--- src/rtl/prog_clock_div_pkg.sv ---
// Shared constants and channel state encoding for the programmable clock divider.
package prog_clock_div_pkg;

  localparam int NUM_CH_DEF = 4;
  localparam int DIV_W_DEF  = 17;
  localparam int CH_W_DEF   = 2;

  // IDLE    : channel disabled, output held low, no update waiting
  // RUN     : channel counting, no update waiting
  // PENDING : an accepted update sits in the shadow registers
  typedef enum logic [1:0] {
    IDLE    = 2'd0,
    RUN     = 2'd1,
    PENDING = 2'd2
  } ch_state_e;

  // True when a channel select addresses an implemented channel.
  function automatic logic ch_in_range(input int unsigned ch, input int unsigned num_ch);
    return ch < num_ch;
  endfunction

endpackage

--- src/rtl/prog_clock_div_ch.sv ---
// One divider channel: wrap counter, shadow divisor/enable, pending flag and
// registered divided-clock output. Optional per-wrap tick output is compiled
// in when PROG_CLOCK_DIV_TICK_EN is defined.
module prog_clock_div_ch
  import prog_clock_div_pkg::*;
#(
  parameter int DIV_W = DIV_W_DEF
) (
  input  logic             clk_i,
  input  logic             rst_ni,
  input  logic             wr_i,
  input  logic [DIV_W-1:0] div_i,
  input  logic             en_i,
  output logic             pend_o,
`ifdef PROG_CLOCK_DIV_TICK_EN
  output logic             tick_o,
`endif
  output logic             div_clk_o
);

  ch_state_e        state_q;
  logic             en_q;
  logic [DIV_W-1:0] div_q;
  logic [DIV_W-1:0] cnt_q;
  logic [DIV_W-1:0] cnt_d;
  logic [DIV_W-1:0] sdiv_q;
  logic             sen_q;
  logic             clk_q;
  logic             wrap;

  // The counter compares against D before incrementing, so it never exceeds
  // D and the all-ones divisor cannot overflow.
  assign cnt_d = cnt_q + DIV_W'(1);
  assign wrap  = en_q && (cnt_q == div_q);

  // Channel FSM: counts, captures updates into the shadow, and applies them
  // either at the next wrap (running) or on the following cycle (disabled).
  always_ff @(posedge clk_i or negedge rst_ni) begin
    if (!rst_ni) begin
      state_q <= RUN;
      en_q    <= 1'b1;
      div_q   <= '0;
      cnt_q   <= '0;
      sdiv_q  <= '0;
      sen_q   <= 1'b1;
      clk_q   <= 1'b0;
    end else begin
      unique case (state_q)
        IDLE: begin
          if (wr_i) begin
            sdiv_q  <= div_i;
            sen_q   <= en_i;
            state_q <= PENDING;
          end
        end
        RUN: begin
          if (wrap) begin
            cnt_q <= '0;
            clk_q <= ~clk_q;
          end else begin
            cnt_q <= cnt_d;
          end
          if (wr_i) begin
            sdiv_q  <= div_i;
            sen_q   <= en_i;
            state_q <= PENDING;
          end
        end
        PENDING: begin
          // A running channel switches only on a wrap so the half-period in
          // flight always completes; a disabled one has nothing to protect.
          if (!en_q || wrap) begin
            div_q   <= sdiv_q;
            en_q    <= sen_q;
            cnt_q   <= '0;
            clk_q   <= (en_q && sen_q) ? ~clk_q : 1'b0;
            state_q <= sen_q ? RUN : IDLE;
          end else begin
            cnt_q <= cnt_d;
          end
        end
        default: begin
          state_q <= IDLE;
          en_q    <= 1'b0;
          cnt_q   <= '0;
          clk_q   <= 1'b0;
        end
      endcase
    end
  end

`ifdef PROG_CLOCK_DIV_TICK_EN
  logic tick_q;

  // Registered wrap strobe, aligned with the divided-clock transition.
  always_ff @(posedge clk_i or negedge rst_ni) begin
    if (!rst_ni) begin
      tick_q <= 1'b0;
    end else begin
      tick_q <= wrap;
    end
  end

  assign tick_o = tick_q;
`endif

  assign pend_o    = (state_q == PENDING);
  assign div_clk_o = clk_q;

endmodule

--- src/rtl/prog_clock_div.sv ---
// Programmable multi-channel clock divider. Each channel produces a 50% duty
// clock of period 2*(D+1); updates are handed over through a valid/ready
// config port and applied glitch-free. Define PROG_CLOCK_DIV_TICK_EN to add
// the per-channel wrap tick output.
module prog_clock_div
  import prog_clock_div_pkg::*;
#(
  parameter int NUM_CH = NUM_CH_DEF,
  parameter int DIV_W  = DIV_W_DEF,
  parameter int CH_W   = CH_W_DEF
) (
  input  logic              clock,
  input  logic              reset,
  input  logic              cfg_valid,
  output logic              cfg_ready,
  input  logic [CH_W-1:0]   cfg_ch,
  input  logic [DIV_W-1:0]  cfg_div,
  input  logic              cfg_en,
  output logic [NUM_CH-1:0] div_clock,
`ifdef PROG_CLOCK_DIV_TICK_EN
  output logic [NUM_CH-1:0] tick,
`endif
  output logic              cfg_err
);

  localparam int CH_SPAN = 2 ** CH_W;

  logic [NUM_CH-1:0]  pend;
  logic [CH_SPAN-1:0] pend_ext;
  logic               ch_ok;
  logic               accept;
  logic               cfg_err_q;

  // Unimplemented channel codes read as "not pending", so out-of-range
  // requests are always accepted and reported through cfg_err.
  assign pend_ext  = CH_SPAN'(pend);
  assign cfg_ready = ~pend_ext[cfg_ch];
  assign ch_ok     = ch_in_range(32'(cfg_ch), 32'(NUM_CH));
  assign accept    = cfg_valid && cfg_ready;

  for (genvar g = 0; g < NUM_CH; g++) begin : g_ch
    logic wr;

    assign wr = accept && ch_ok && (cfg_ch == CH_W'(g));

    prog_clock_div_ch #(
      .DIV_W(DIV_W)
    ) u_ch (
      .clk_i    (clock),
      .rst_ni   (reset),
      .wr_i     (wr),
      .div_i    (cfg_div),
      .en_i     (cfg_en),
      .pend_o   (pend[g]),
`ifdef PROG_CLOCK_DIV_TICK_EN
      .tick_o   (tick[g]),
`endif
      .div_clk_o(div_clock[g])
    );
  end

  // One-cycle error strobe for an accepted request to a missing channel.
  always_ff @(posedge clock or negedge reset) begin
    if (!reset) begin
      cfg_err_q <= 1'b0;
    end else begin
      cfg_err_q <= accept && !ch_ok;
    end
  end

  assign cfg_err = cfg_err_q;

endmodule

--- config.mk ---
export PLATFORM = sky130hd
export DESIGN_NAME = prog_clock_div
export DESIGN_NICKNAME = d
export VERILOG_FILES = /design/src/rtl/prog_clock_div_pkg.sv /design/src/rtl/prog_clock_div_ch.sv /design/src/rtl/prog_clock_div.sv
export SDC_FILE = /design/constraint.sdc
export NUM_CORES = 1
export LEC_CHECK = 0
export ABC_AREA = 1
export ABC_CLOCK_PERIOD_IN_PS = 2950
export BUFFER_PORTS_ARGS = -buffer_cell sky130_fd_sc_hd__buf_4
export CAP_MARGIN = 0
export CORE_MARGIN = 2
export CORE_UTILIZATION = 60
export CTS_CLUSTER_DIAMETER = 30
export CTS_CLUSTER_SIZE = 8
export DETAILED_ROUTE_END_ITERATION = 6
export HOLD_SLACK_MARGIN = 0.15
export PLACE_DENSITY = 0.77
export REMOVE_ABC_BUFFERS = 1
export SETUP_SLACK_MARGIN = 0.3
export SYNTH_ARGS = -nofsm -noshare
export SYNTH_HDL_FRONTEND = slang
export SYNTH_HIERARCHICAL = 1
export SYNTH_SLANG_ARGS = --single-unit
export TNS_END_PERCENT = 50
--- constraint.sdc ---
create_clock -name clock -period 2.95 [get_ports clock]
set_clock_uncertainty 0.2 [all_clocks]
set_input_delay 0.295 -clock clock [delete_from_list [all_inputs] [get_ports clock]]
set_output_delay 0.295 -clock clock [all_outputs]
set_load 0.01 [all_outputs]
### Word-level counts from Yosys, hierarchy flattened

Cells that the tools add are included.

| storage, ports and cells | value |
|---|---|
| input bits | 23 |
| word-level logic and storage cells | 177 |
| bits in registers | 224 |

| cells by class | value |
|---|---|
| magnitude comparators | 1 |
| mux-type cells | 54 |
| eq/ne operators | 27 |
| bitwise operators | 13 |
| reductions and logical operators | 50 |
| $add $sub $neg | 4 |

Operators by type and width:

| operator | number |
|---|---|
| case mux 17 bit (3 select lines) | 4 |
| two-way mux 17 bit | 8 |
| adder 17 x 1 -> 17 bit, second input constant | 4 |
| == test 17 bit | 4 |
| AND reduction 2 bit | 16 |
| two-way mux 1 bit | 21 |
| two-way mux 2 bit | 8 |
| != test 2 x 1 -> 1 bit, second input constant | 8 |
| case mux 2 bit (2 select lines) | 4 |
| logical AND 1 bit | 13 |
| inverter 1 bit | 13 |
| == test 2 bit, second input constant | 6 |
| case mux 1 bit (3 select lines) | 4 |
| AND reduction 3 bit | 4 |
| == test 2 x 1 -> 1 bit, second input constant | 5 |
| logical NOT 2 bit | 5 |
| != test 2 bit, second input constant | 4 |
| case mux 1 bit (2 select lines) | 4 |
| OR reduction 2 bit | 4 |
| logical NOT 1 bit | 4 |
| logical OR 1 bit | 4 |
| less-than comparator 2 x 3 -> 1 bit, second input constant | 1 |
| binary-select mux 1 bit (select 2 bit) | 1 |

### Longest topological paths before layout

Gate-level depths: netlist of the first run.

| depth | value |
|---|---|
| depth after elaboration | 8 |
| gate-level depth with buffers | 12 |
| gate-level depth less buffers | 12 |

### By module

The synthesis of the first run kept the hierarchy.

Modules (own cells, without submodules):

| module | seq. area each (um2) | cells each | area an instance (um2) | instances |
|---|---|---|---|---|
| prog_clock_div_ch at g_ch[1].u_ch ... | 1405.1 | 356 | 2995.4 | 2 |
| prog_clock_div_ch at g_ch[3].u_ch | 1405.1 | 372 | 3059.2 | 1 |
| prog_clock_div_ch at g_ch[0].u_ch | 1405.1 | 354 | 2984.1 | 1 |
| prog_clock_div | 0.0 | 23 | 112.6 | 1 |

### Worst setup path after synthesis of the first run

Ideal clock, no wire load.

| timing | value |
|---|---|
| path kind | flip-flop to flip-flop |
| start point | register g_ch[0].u_ch.state_q[0] |
| end point | register g_ch[2].u_ch.sdiv_q[14] |
| path buffers | 1 |
| path slack | 780 ps |
| arrival time | 1845 ps |
| setup time | 125 ps |
| cell stages (with the launch flop) | 11 |
| data required time | 2625 ps |
| clock period less this slack | 2170 ps |
| path through | dfstp_2 -> inv_1 -> ha_1 -> nand2_1 -> nand2_2 -> nand2_2 -> nand3_2 -> nor2_1 -> nand2_1 -> buf_2 -> mux2_2 |

| on the way | value |
|---|---|
| cells in the longest elaborated chain, start to end | 7 |

Ends and longest elaborated chain:

| what | line | source |
|---|---|---|
| from (decl) | prog_clock_div_ch.sv:21 | `ch_state_e state_q;` |
| from (signal assigned) | prog_clock_div_ch.sv:77 | `state_q <= sen_q ? RUN : IDLE;` |
| == test 2 bit | prog_clock_div_ch.sv:107 | `assign pend_o = (state_q == PENDING);` |
| net pend[0] | prog_clock_div.sv:28 | `logic [NUM_CH-1:0] pend;` |
| binary-select mux 1 bit (select 2 bit) | prog_clock_div.sv:37 | `assign cfg_ready = ~pend_ext[cfg_ch];` |
| two-way mux 1 bit (implied by the code) | prog_clock_div.sv:37 |  |
| inverter 1 bit | prog_clock_div.sv:37 |  |
| logical AND 1 bit | prog_clock_div.sv:39 | `assign accept = cfg_valid && cfg_ready;` |
| logical AND 1 bit | prog_clock_div.sv:44 | `assign wr = accept && ch_ok && (cfg_ch == CH_W'(g));` |
| net g_ch[2].wr | prog_clock_div.sv:42 | `logic wr;` |
| AND reduction 2 bit (no line) | -- |  |
| to (signal assigned) | prog_clock_div_ch.sv:51 | `sdiv_q <= div_i;` |
| to (signal assigned) | prog_clock_div_ch.sv:64 | `sdiv_q <= div_i;` |
| to (decl) | prog_clock_div_ch.sv:26 | `logic [DIV_W-1:0] sdiv_q;` |

The timed path passes the listed nets, and every way through them passes these cells. The select of a mux whose other input is x is not followed.
A chain may end at the register's enable or synchronous reset.

### Final worst setup path of the first run

| timing | value |
|---|---|
| start point | register g_ch[0].u_ch.state_q[0] |
| end point | output port cfg_ready |

| on the way | value |
|---|---|
| cells in the longest elaborated chain, start to end | 4 |

Ends and longest elaborated chain:

| what | line | source |
|---|---|---|
| == test 2 bit | prog_clock_div_ch.sv:107 |  |
| net pend[0] | prog_clock_div.sv:28 |  |
| binary-select mux 1 bit (select 2 bit) | prog_clock_div.sv:37 |  |
| two-way mux 1 bit (implied by the code) | prog_clock_div.sv:37 |  |
| inverter 1 bit | prog_clock_div.sv:37 |  |
| to (decl) | prog_clock_div.sv:15 | `output logic cfg_ready,` |

The timed path passes the listed nets, and every way through them passes these cells. The select of a mux whose other input is x is not followed.

==> metrics.txt, run 1 <==
status finished, final reports clean; startpoint types flop; Pwr Density 1090 mW/mm^2; Syn Area/Cell 8.31 um^2; Layout Nets 1,586; DPL Wire Length 17,700 um; clk_lat worst skew 540 ps; Yosys top cell area share 0.437; Worst path slowest cell dfstp_2; leakage 7.55 nW; maximum clock frequency 0.393 GHz; clock sink count 224; num ports 29; Initial DRT Pass Iterations 5; Setup CP Type reg -> out; WP data arrival 2050 ps; Post-Syn Area 0.0121 mm^2; Die W 146 um; final WL 27,500 um; die height 146 um; DRT antenna net count 0; Placed Instances 1,737; Post-synth top cells 414 x nand2_1, 212 x dfrtp_1, 178 x inv_1, 140 x nor2_1, 73 x nand3_1; Synth async-reset ratio 1.00; # diodes 0; Slew HR 0.485; Initial Util 0.606; largest cells by area after synthesis dfrtp_1 44%, nand2_1 13%, inv_1 5.5%; Tightest Pin Transition 773 ps; placed inst area 0.0126 mm^2; fillers 1,423; Syn Inst Count 1,461; Overall Power 15.9 mW; final worst-path cycle share 0.863; area leader, netlist dfrtp_1; Critical Path End Type output pin; CTS tree done; layout cells sized above 1 0.213; IO Port Bufs 27; area growth from synthesis to layout 20.7%; Max Cap Viol 0; Final Max Slew Viols 0; endpoints failing setup 0; total track usage 0.268; CTS root buf clkbuf_16; # H-tree levels 2; non-filler cells, final 1,852; vias 9,665; maximum vdd drop 753 uV; Final Hold Fails 0; CTS buffer count 51; vias in the first global route 9,630; DR WL/cell 14.8 um; clock transition at the registers of the reported paths 40 ps; DRC viols 0; Core ar. 0.0200 mm^2; Rows 52; first-pass GRT wire length 47,000 um; Initial DRC Count 486; Syn. warnings 6; Worst Hold Class in -> async; prevailing post-synth register cell dfrtp_1; post-route cell area 0.0147 mm^2; vias per cell 5.22; Data required, critical path 2460 ps; most frequent CP cell nand2_2; post-synthesis sequential area ratio 0.463; worst-path fanout max 8; number of flops mapped to enable cells by yosys 0; Overflow after GRT 0; die area 0.0214 mm^2; count leader, synth nand2_1; unrepaired setup endpoints after global routing no; Slowest Stage Delay on Critical Path 550 ps; R2R setup slack 430 ps; Final TNS setup 0 ps; clk buf depth 3; Layout Utilization 0.731; Unique masters post-synth 36; GPL Wtd Cong 0.824; final worst path period need 2550 ps; cells along the critical path inv_1 > ha_1 > nand2_1 > nand2_2 > nand2_2 > and2_2 > buf_4; register bit count reported by yosys 224; pin count of the biggest net entering global routing 97; initial antenna violation count 0
-- worst max-delay path: cells and delay by family, from the launching register on --
family | cells | cell delay, ps
flops | 1 | 550
fa+ha+maj | 1 | 330
simple gates | 4 | 450
buf+inv | 2 | 180
-- cell type report --
type / count / area (um^2) / area share
flip-flops and latches: 224 / 5620 / 0.383
multi-input cells: 996 / 5490 / 0.375
clock buffers: 63 / 1420 / 0.0971
inverters: 198 / 743 / 0.0507
repair buffers: 72 / 631 / 0.0430
clock inverters: 29 / 412 / 0.0281
well taps: 270 / 338 / 0.0230
-- cells in the final DEF, fill, tap and decap left out, types with 6 or more instances in the layout --
master	count
nand2_1	412
dfrtp_1	212
inv_1	178
nor2_1	140
nand3_1	73
clkbuf_16	53
a21oi_1	50
o21ai_2	48
xor2_1	46
buf_4	46
nand3_2	36
xnor2_1	28
mux2_2	24
dlygate4sd3_1	23
inv_2	20
ha_1	20
nand4_1	19
nor2_2	14
o21ai_0	14
nand2_2	12
dfstp_2	12
nand2_4	11
a21oi_2	11
nor3_1	11
bufinv_16	9
clkinv_4	7
clkinv_2	7
clkinvlp_4	6
clkbuf_8	6
-- cells by family (layout without fill, tap and decap cells) --
| kind of cell | Yosys count | after routing | share of synthesized area |
|---|---|---|---|
| compound gates | 138 | 138 | 0.0783 |
| xor+xnor | 74 | 74 | 0.0534 |
| fa+ha+maj | 20 | 20 | 0.0206 |
| buf+inv | 241 | 362 | 0.0862 |
| flops | 224 | 224 | 0.463 |
| mux | 24 | 24 | 0.0222 |
| other cells | 1 | 1 | 0.000309 |
| simple gates | 739 | 739 | 0.276 |
-- power breakdown --
part	total [mW]	switching, mW	internal [mW]
clock	5.96	1.77	4.18
sequential	5.03	0.749	4.28
combinational	4.94	3.20	1.74
-- metrics by stage --
stage / worst slack, ps / hold slack [ps]
2_1_floorplan: 428 / -201
3_3_place_gp: 444 / 184
3_5_place_dp: 359 / 176
4_1_cts: 311 / 218
5_1_grt: 314 / 244
6_report: 405 / 160
-- per-layer routing --
metal	global-route usage	share of wire	vias to the layer above
li1	-	-	4748
met4	0.108	0.037	0
met5	0	0	-
met2	0.449	0.49	219
met1	0.347	0.43	4616
met3	0.0484	0.044	82
-- sequential cells by signal, indices dropped and copies added, names as in the netlist --
register             cells
g_ch.u_ch/cnt_q         68
g_ch.u_ch/div_q         68
g_ch.u_ch/sdiv_q        68
g_ch.u_ch/state_q        8
g_ch.u_ch/div_clk_o      4
g_ch.u_ch/en_q           4
g_ch.u_ch/sen_q          4
-- timing repair --
| action | 4_1_cts | 5_1_grt |
|---|---|---|
| setup endpoints to repair | 0 | 29 |
| gates resized for setup | 0 | 3 |
| buffers inserted | 0 | 0 |
| hold buffers | 23 | 0 |
| endpoints found under the hold margin | 238 | 0 |
-- final timing paths --
kind,start,endpoint,cells past startpoint
setup / recovery,g_ch[0].u_ch/state_q[0],cfg_ready,7
hold reg to reg,g_ch[1].u_ch/div_q[14],g_ch[1].u_ch/div_q[14],2
hold / removal,reset,g_ch[0].u_ch/cnt_q[6],2
max in group asynchronous,reset,g_ch[1].u_ch/state_q[0],3
min in group clock,g_ch[1].u_ch/div_q[14],g_ch[1].u_ch/div_q[14],2
setup reg to reg,g_ch[0].u_ch/state_q[0],g_ch[1].u_ch/sdiv_q[12],10
(Power assumes the default switching activity.)
==> run 2: changes to the inputs <==
--- a/config.mk
+++ b/config.mk
@@ -8,8 +8,7 @@
 export ABC_AREA = 1
 export ABC_CLOCK_PERIOD_IN_PS = 2950
 export BUFFER_PORTS_ARGS = -buffer_cell sky130_fd_sc_hd__buf_4
-export CAP_MARGIN = 0
-export CORE_MARGIN = 2
+export CAP_MARGIN = 5
 export CORE_UTILIZATION = 60
 export CTS_CLUSTER_DIAMETER = 30
 export CTS_CLUSTER_SIZE = 8
@@ -18,6 +17,7 @@
 export PLACE_DENSITY = 0.77
 export REMOVE_ABC_BUFFERS = 1
 export SETUP_SLACK_MARGIN = 0.3
+export SKIP_CTS_REPAIR_TIMING = 1
 export SYNTH_ARGS = -nofsm -noshare
 export SYNTH_HDL_FRONTEND = slang
 export SYNTH_HIERARCHICAL = 1
==> metrics.txt, run 2 (synthesized netlist as in run 1, its figures left out) <==
status finished, final reports clean; Sw Pwr 5.81 mW (+1.5%); clock sink count 224 (unchanged); Setup CP Type reg -> out; cells along the critical path inv_1 > ha_1 > nand2_1 > nand2_1 > nand2_2 > and2_2 > buf_4; Placed Instances 1,729 (-0.46%); Comb power frac 0.309 (about the same); unrepaired setup endpoints after global routing yes; startpoint types flop; Rows 51 (-1.9%); Die W 144 um (-1.4%); Initial DRC Count 560 (+15%); vias in the first global route 9,412 (-2.3%); Worst path top cell family by delay flip-flops; Final Max Slew Viols 0 (unchanged); Reg power frac 0.314 (-0.002); final worst path period need 2620 ps (+77.4 ps); placed inst area 0.0125 mm^2 (-0.33%); worst-path fanout max 9 (+1); Worst path slowest cell dfstp_2; leakage 7.53 nW (-0.19%); final WL 28,200 um (+2.5%); Max Cap Viol 0 (unchanged); # H-tree levels 2 (unchanged); area growth from synthesis to layout 20.6% (about the same); Data required, critical path 2460 ps (about the same); non-filler cells, final 1,849 (-0.16%); vias 9,627 (-0.39%); initial antenna violation count 0 (unchanged); commonest non-fill, non-tap cells in the layout 413 x nand2_1, 212 x dfrtp_1, 178 x inv_1; Slew HR 0.551 (+0.0660); endpoints failing setup 0 (unchanged); DRC viols 0 (unchanged); die height 144 um (-1.4%); layout cells sized above 1 0.213 (-0.000269); DRT antenna net count 0 (unchanged); Layout Nets 1,584 (-0.13%); Worst setup startpoint g_ch[2].u_ch/state_q[0]; RR Endpoint g_ch[3].u_ch/sdiv_q[13]; GPL Wtd Cong 0.834 (+1.3%); Bufs and invs on worst path 2 (unchanged); R2R setup slack 490 ps (+60 ps); WP data arrival 2130 ps (+80 ps); first-pass GRT wire length 46,800 um (-0.51%); Pwr Density 1100 mW/mm^2 (+0.95%); biggest regs g_ch.u_ch/cnt_q: 68 flops, g_ch.u_ch/div_q: 68 flops, g_ch.u_ch/sdiv_q: 68 flops; sw frac 0.362 (+0.00198); Slowest Stage Delay on Critical Path 560 ps (about the same); Critical Path End Type output pin; crit path to cfg_ready; clock power share 0.378 (+0.004); clk buf depth 3 (unchanged); Final TNS setup 0 ps (unchanged); total track usage 0.290 (+0.0227); critical path depth 7 (unchanged); clk_lat worst skew 540 ps (about the same); CTS root buf clkbuf_16; num ports 29 (unchanged); most common cell after layout, fill and taps aside nand2_1; Overflow after GRT 0 (unchanged); DPL Wire Length 18,000 um (+2.1%); CTS buffer count 53 (+3.9%); Core ar. 0.0197 mm^2 (-1.9%); post-route cell area 0.0147 mm^2 (about the same); # diodes 0 (unchanged); pin count of the biggest net entering global routing 88 (-9.3%); R2R Path Start g_ch[2].u_ch/state_q[0]; vias per cell 5.21 (-0.23%); Worst Hold Class in -> reg; Tightest Pin Transition 673 ps (-99.0 ps); Initial DRT Pass Iterations 6 (+1); CTS tree done; most frequent CP cell nand2_1; clock transition at the registers of the reported paths 50 ps (about the same); maximum vdd drop 830 uV (+10%); final worst-path cycle share 0.889 (+0.0263); Cell Int Power 10.3 mW (+0.61%); maximum clock frequency 0.381 GHz (-3.0%); Final Hold Fails 0 (unchanged); die area 0.0208 mm^2 (-2.7%); DR WL/cell 15.2 um (+2.7%); Worst R2R Path Depth 10 (unchanged); Initial Util 0.618 (+0.0119); IO Port Bufs 27 (unchanged); fillers 1,440 (+1.2%)
[run 2: power by group through the flow]
stage | combinational (mW) | sequential, mW | clock, mW
3_5_place_dp | 4.83 | 5.04 | 0
6_report | 4.96 | 5.04 | 6.07
3_3_place_gp | 4.67 | 4.99 | 0
2_1_floorplan | 3.66 | 4.82 | 0
5_1_grt | 5.56 | 5.14 | 6.32
4_1_cts | 4.95 | 5.02 | 6.15
[run 2: worst min path at each step]
stage               from                       to  cells past startpoint
2_1_floorplan      reset    g_ch[0].u_ch/cnt_q[0]                      0
3_3_place_gp       reset    g_ch[2].u_ch/cnt_q[4]                      1
3_5_place_dp       reset    g_ch[2].u_ch/cnt_q[5]                      1
4_1_cts            reset   g_ch[2].u_ch/sdiv_q[0]                      1
5_1_grt        cfg_ch[1]  g_ch[2].u_ch/state_q[0]                      6
6_report       cfg_ch[1]  g_ch[3].u_ch/state_q[0]                      6
[run 2: metrics by stage]
stage	hold slack, ps	total power [mW]	setup WS, ps	utilization
floorplan	-201	8.48	428	-
finish	141	16.1	327	0.746
global placement	153	9.66	470	0.638
CTS	-403	16.1	335	0.734
global route	190	17.0	253	0.746
detailed placement	151	9.87	396	0.638
[run 2: layout make-up]
cell class	instances	area (um^2)	area share
Sequential cell	224	5620	0.384
Multi-Input combinational cell	996	5480	0.374
Inverter	198	743	0.0507
Tap cell	265	332	0.0226
Timing Repair Buffer	68	586	0.0400
Clock buffer	66	1460	0.0994
Clock inverter	32	434	0.0296
[run 2: per-layer routing]
layer / up-vias / track usage / share of wire
li1: 4742 / - / -
met1: 4598 / 0.396 / 0.45
met2: 232 / 0.473 / 0.47
met3: 55 / 0.0454 / 0.054
met4: 0 / 0.0986 / 0.024
met5: - / 0 / 0
[run 2: worst min-delay path, stage by stage]
cell	delay, ps
buf_4	120
nand2_2	70
nand3_2	80
nor2_1	60
o2111ai_1	180
nand2_1	60
==> run 3: changes to the inputs <==
--- a/config.mk
+++ b/config.mk
@@ -20,6 +20,5 @@
 export SKIP_CTS_REPAIR_TIMING = 1
 export SYNTH_ARGS = -nofsm -noshare
 export SYNTH_HDL_FRONTEND = slang
-export SYNTH_HIERARCHICAL = 1
 export SYNTH_SLANG_ARGS = --single-unit
 export TNS_END_PERCENT = 50
==> metrics.txt, run 3 <==
Worst Hold Class in -> async; Post-synth top cells 505 x nand2_1, 212 x dfrtp_1, 202 x inv_1, 107 x o21ai_0, 96 x nand3_1; die height 142 um (-1.7%); Die W 142 um (-1.7%); Unique masters post-synth 38 (+5.6%); Syn Area/Cell 7.79 um^2 (-6.3%); clock transition at the registers of the reported paths 50 ps (about the same); post-synthesis sequential area ratio 0.479 (+0.0162); area leader, netlist dfrtp_1; die area 0.0201 mm^2 (-3.3%); non-filler cells, final 1,861 (+0.65%); WP data arrival 2760 ps (+630 ps); prevailing post-synth register cell dfrtp_1; Initial DRT Pass Iterations 5 (-1); Final Max Slew Viols 0 (unchanged); Setup CP Type reg -> reg; Synth async-reset ratio 1.00 (unchanged); Worst Hold Slack 166 ps (+25.6 ps); endpoints failing setup 0 (unchanged); initial antenna violation count 2 (+2); total track usage 0.281 (-0.00969); first-pass GRT wire length 44,500 um (-4.9%); fillers 1,443 (+0.21%); clk buf depth 3 (unchanged); area growth from synthesis to layout 18.1%; Layout Nets 1,609 (+1.6%); num ports 29 (unchanged); vias per cell 5.26 (+0.95%); maximum vdd drop 854 uV (+2.9%); final worst-path cycle share 0.852 (-0.0374); CTS buffer count 45 (-15%); Rows 50 (-2.0%); Initial Util 0.619 (+0.00105); CTS tree done; pin count of the biggest net entering global routing 80 (-9.1%); unrepaired setup endpoints after global routing yes; vias in the first global route 9,306 (-1.1%); DRT antenna net count 0 (unchanged); DRC viols 0 (unchanged); CTS root buf clkbuf_16; Layout Utilization 0.731 (-0.0142); DR WL/cell 14.7 um (-3.4%); final WL 27,400 um (-2.8%); layout cells sized above 1 0.108 (-0.105); Placed Instances 1,754 (+1.4%); Initial DRC Count 646 (+15%); Post-Syn Area 0.0117 mm^2 (-3.4%); Pwr Density 1010 mW/mm^2 (-7.5%); Worst R2R Path Depth 9 (-1); worst-path fanout max 5 (-4); clock sink count 224 (unchanged); Max Cap Viol 0 (unchanged); GPL Wtd Cong 0.879 (+5.4%); DPL Wire Length 17,500 um (-2.9%); Overflow after GRT 0 (unchanged); leakage 6.98 nW (-7.3%); status finished, final reports clean; Critical Path End Type flop; clk_lat worst skew 520 ps (-20 ps); final worst path period need 2510 ps (-110 ps); Syn Inst Count 1,506 (+3.1%); most common cell after layout, fill and taps aside nand2_1; startpoint types flop; Final TNS setup 0 ps (unchanged); # H-tree levels 2 (unchanged); largest cells by area after synthesis dfrtp_1 45%, nand2_1 16%, inv_1 6.5%; commonest non-fill, non-tap cells in the layout 505 x nand2_1, 212 x dfrtp_1, 202 x inv_1; vias 9,782 (+1.6%); Data required, critical path 3190 ps (+730 ps); Overall Power 14.1 mW (-13%); Slew HR 0.452 (-0.0992); number of flops mapped to enable cells by yosys 0 (unchanged); count leader, synth nand2_1; Syn. warnings 0 (-6); Yosys top cell area share 0.452 (+0.0153); Tightest Pin Transition 819 ps (+146 ps); Final Hold Fails 0 (unchanged); maximum clock frequency 0.398 GHz (+4.4%); IO Port Bufs 27 (unchanged); register bit count reported by yosys 224 (unchanged); Core ar. 0.0190 mm^2 (-3.6%); biggest regs g_ch.u_ch.cnt_q: 68 flops, g_ch.u_ch.div_q: 68 flops, g_ch.u_ch.sdiv_q: 68 flops
==> run 3: cell count changes after synthesis, sizes merged, moves of 5 or more <==
cell / delta
a21oi: -49
clkbuf: +5
inv: +11
mux2: -24
nand2: +82
nand3: -12
nand4: +9
nor2: -68
nor3: -5
o21ai: +111
xnor2: +5
xor2: -18
==> run 3: per-stage QoR <==
stage / worst slack, ps / cell area, um^2
finish: 438 / 13900
global route: 258 / 13900
CTS: 451 / 13600
detailed placement: 475 / 12000
global placement: 586 / 12000
floorplan: 671 / 11400
==> run 3: cell type report <==
type | instances | area [um^2] | area share
Antenna cell | 2 | 5.00 | 0.000361
Clock inverter | 17 | 282 | 0.0203
Tap cell | 260 | 325 | 0.0235
Multi-Input combinational cell | 1022 | 4980 | 0.359
Clock buffer | 63 | 1270 | 0.0919
Timing Repair Buffer | 64 | 596 | 0.0430
Inverter | 209 | 785 | 0.0566
Sequential cell | 224 | 5620 | 0.405
==> run 3: kinds of logic (layout without fill, tap and decap cells) <==
kind of cell / after synthesis / count (layout) / share of synthesized area
adder cells (fa/ha/maj): 20 / 20 / 0.0213
other: 1 / 3 / 0.000320
AO/OA/AOI/OAI: 193 / 193 / 0.0881
XOR/XNOR: 61 / 61 / 0.0455
flip-flops: 224 / 224 / 0.479
buffers and inverters: 261 / 353 / 0.0979
AND/OR/NAND/NOR: 746 / 747 / 0.268
==> run 3: power by group <==
group,switching [mW],leakage [nW],total [mW],internal (mW)
logic,2.68,3.38,4.05,1.37
registers,0.636,2.85,4.84,4.20
clock network,1.58,0.747,5.18,3.59
==> run 3: layer usage <==
layer,track usage,routed length (um),up-vias
met5,0,0,-
met3,0.0503,1280,54
met2,0.475,13400,205
met1,0.365,12100,4681
met4,0.0956,635,0
li1,-,-,4842
==> run 3: final timing paths <==
path                                          from                 endpoint  slack, ps
max                        g_ch[0].u_ch.state_q[0]       g_ch[0].u_ch.sen_q        440
min                                          reset   g_ch[3].u_ch.cnt_q[12]        170
max reg2reg                g_ch[0].u_ch.state_q[0]       g_ch[0].u_ch.sen_q        440
min reg2reg                g_ch[2].u_ch.state_q[0]  g_ch[2].u_ch.state_q[0]        290
max in group asynchronous                    reset  g_ch[2].u_ch.state_q[0]       1560
min in group clock         g_ch[2].u_ch.state_q[0]  g_ch[2].u_ch.state_q[0]        290
==> run 3: critical path: stages, from the launching register on <==
cell           delay, ps
dfstp_2              550
inv_1                 60
ha_1                 270
nand2_1              120
a21oi_2               70
nor2_4               190
nand4_2              160
o21ai_0              190
dlygate4sd3_1        570
nand2_1               50
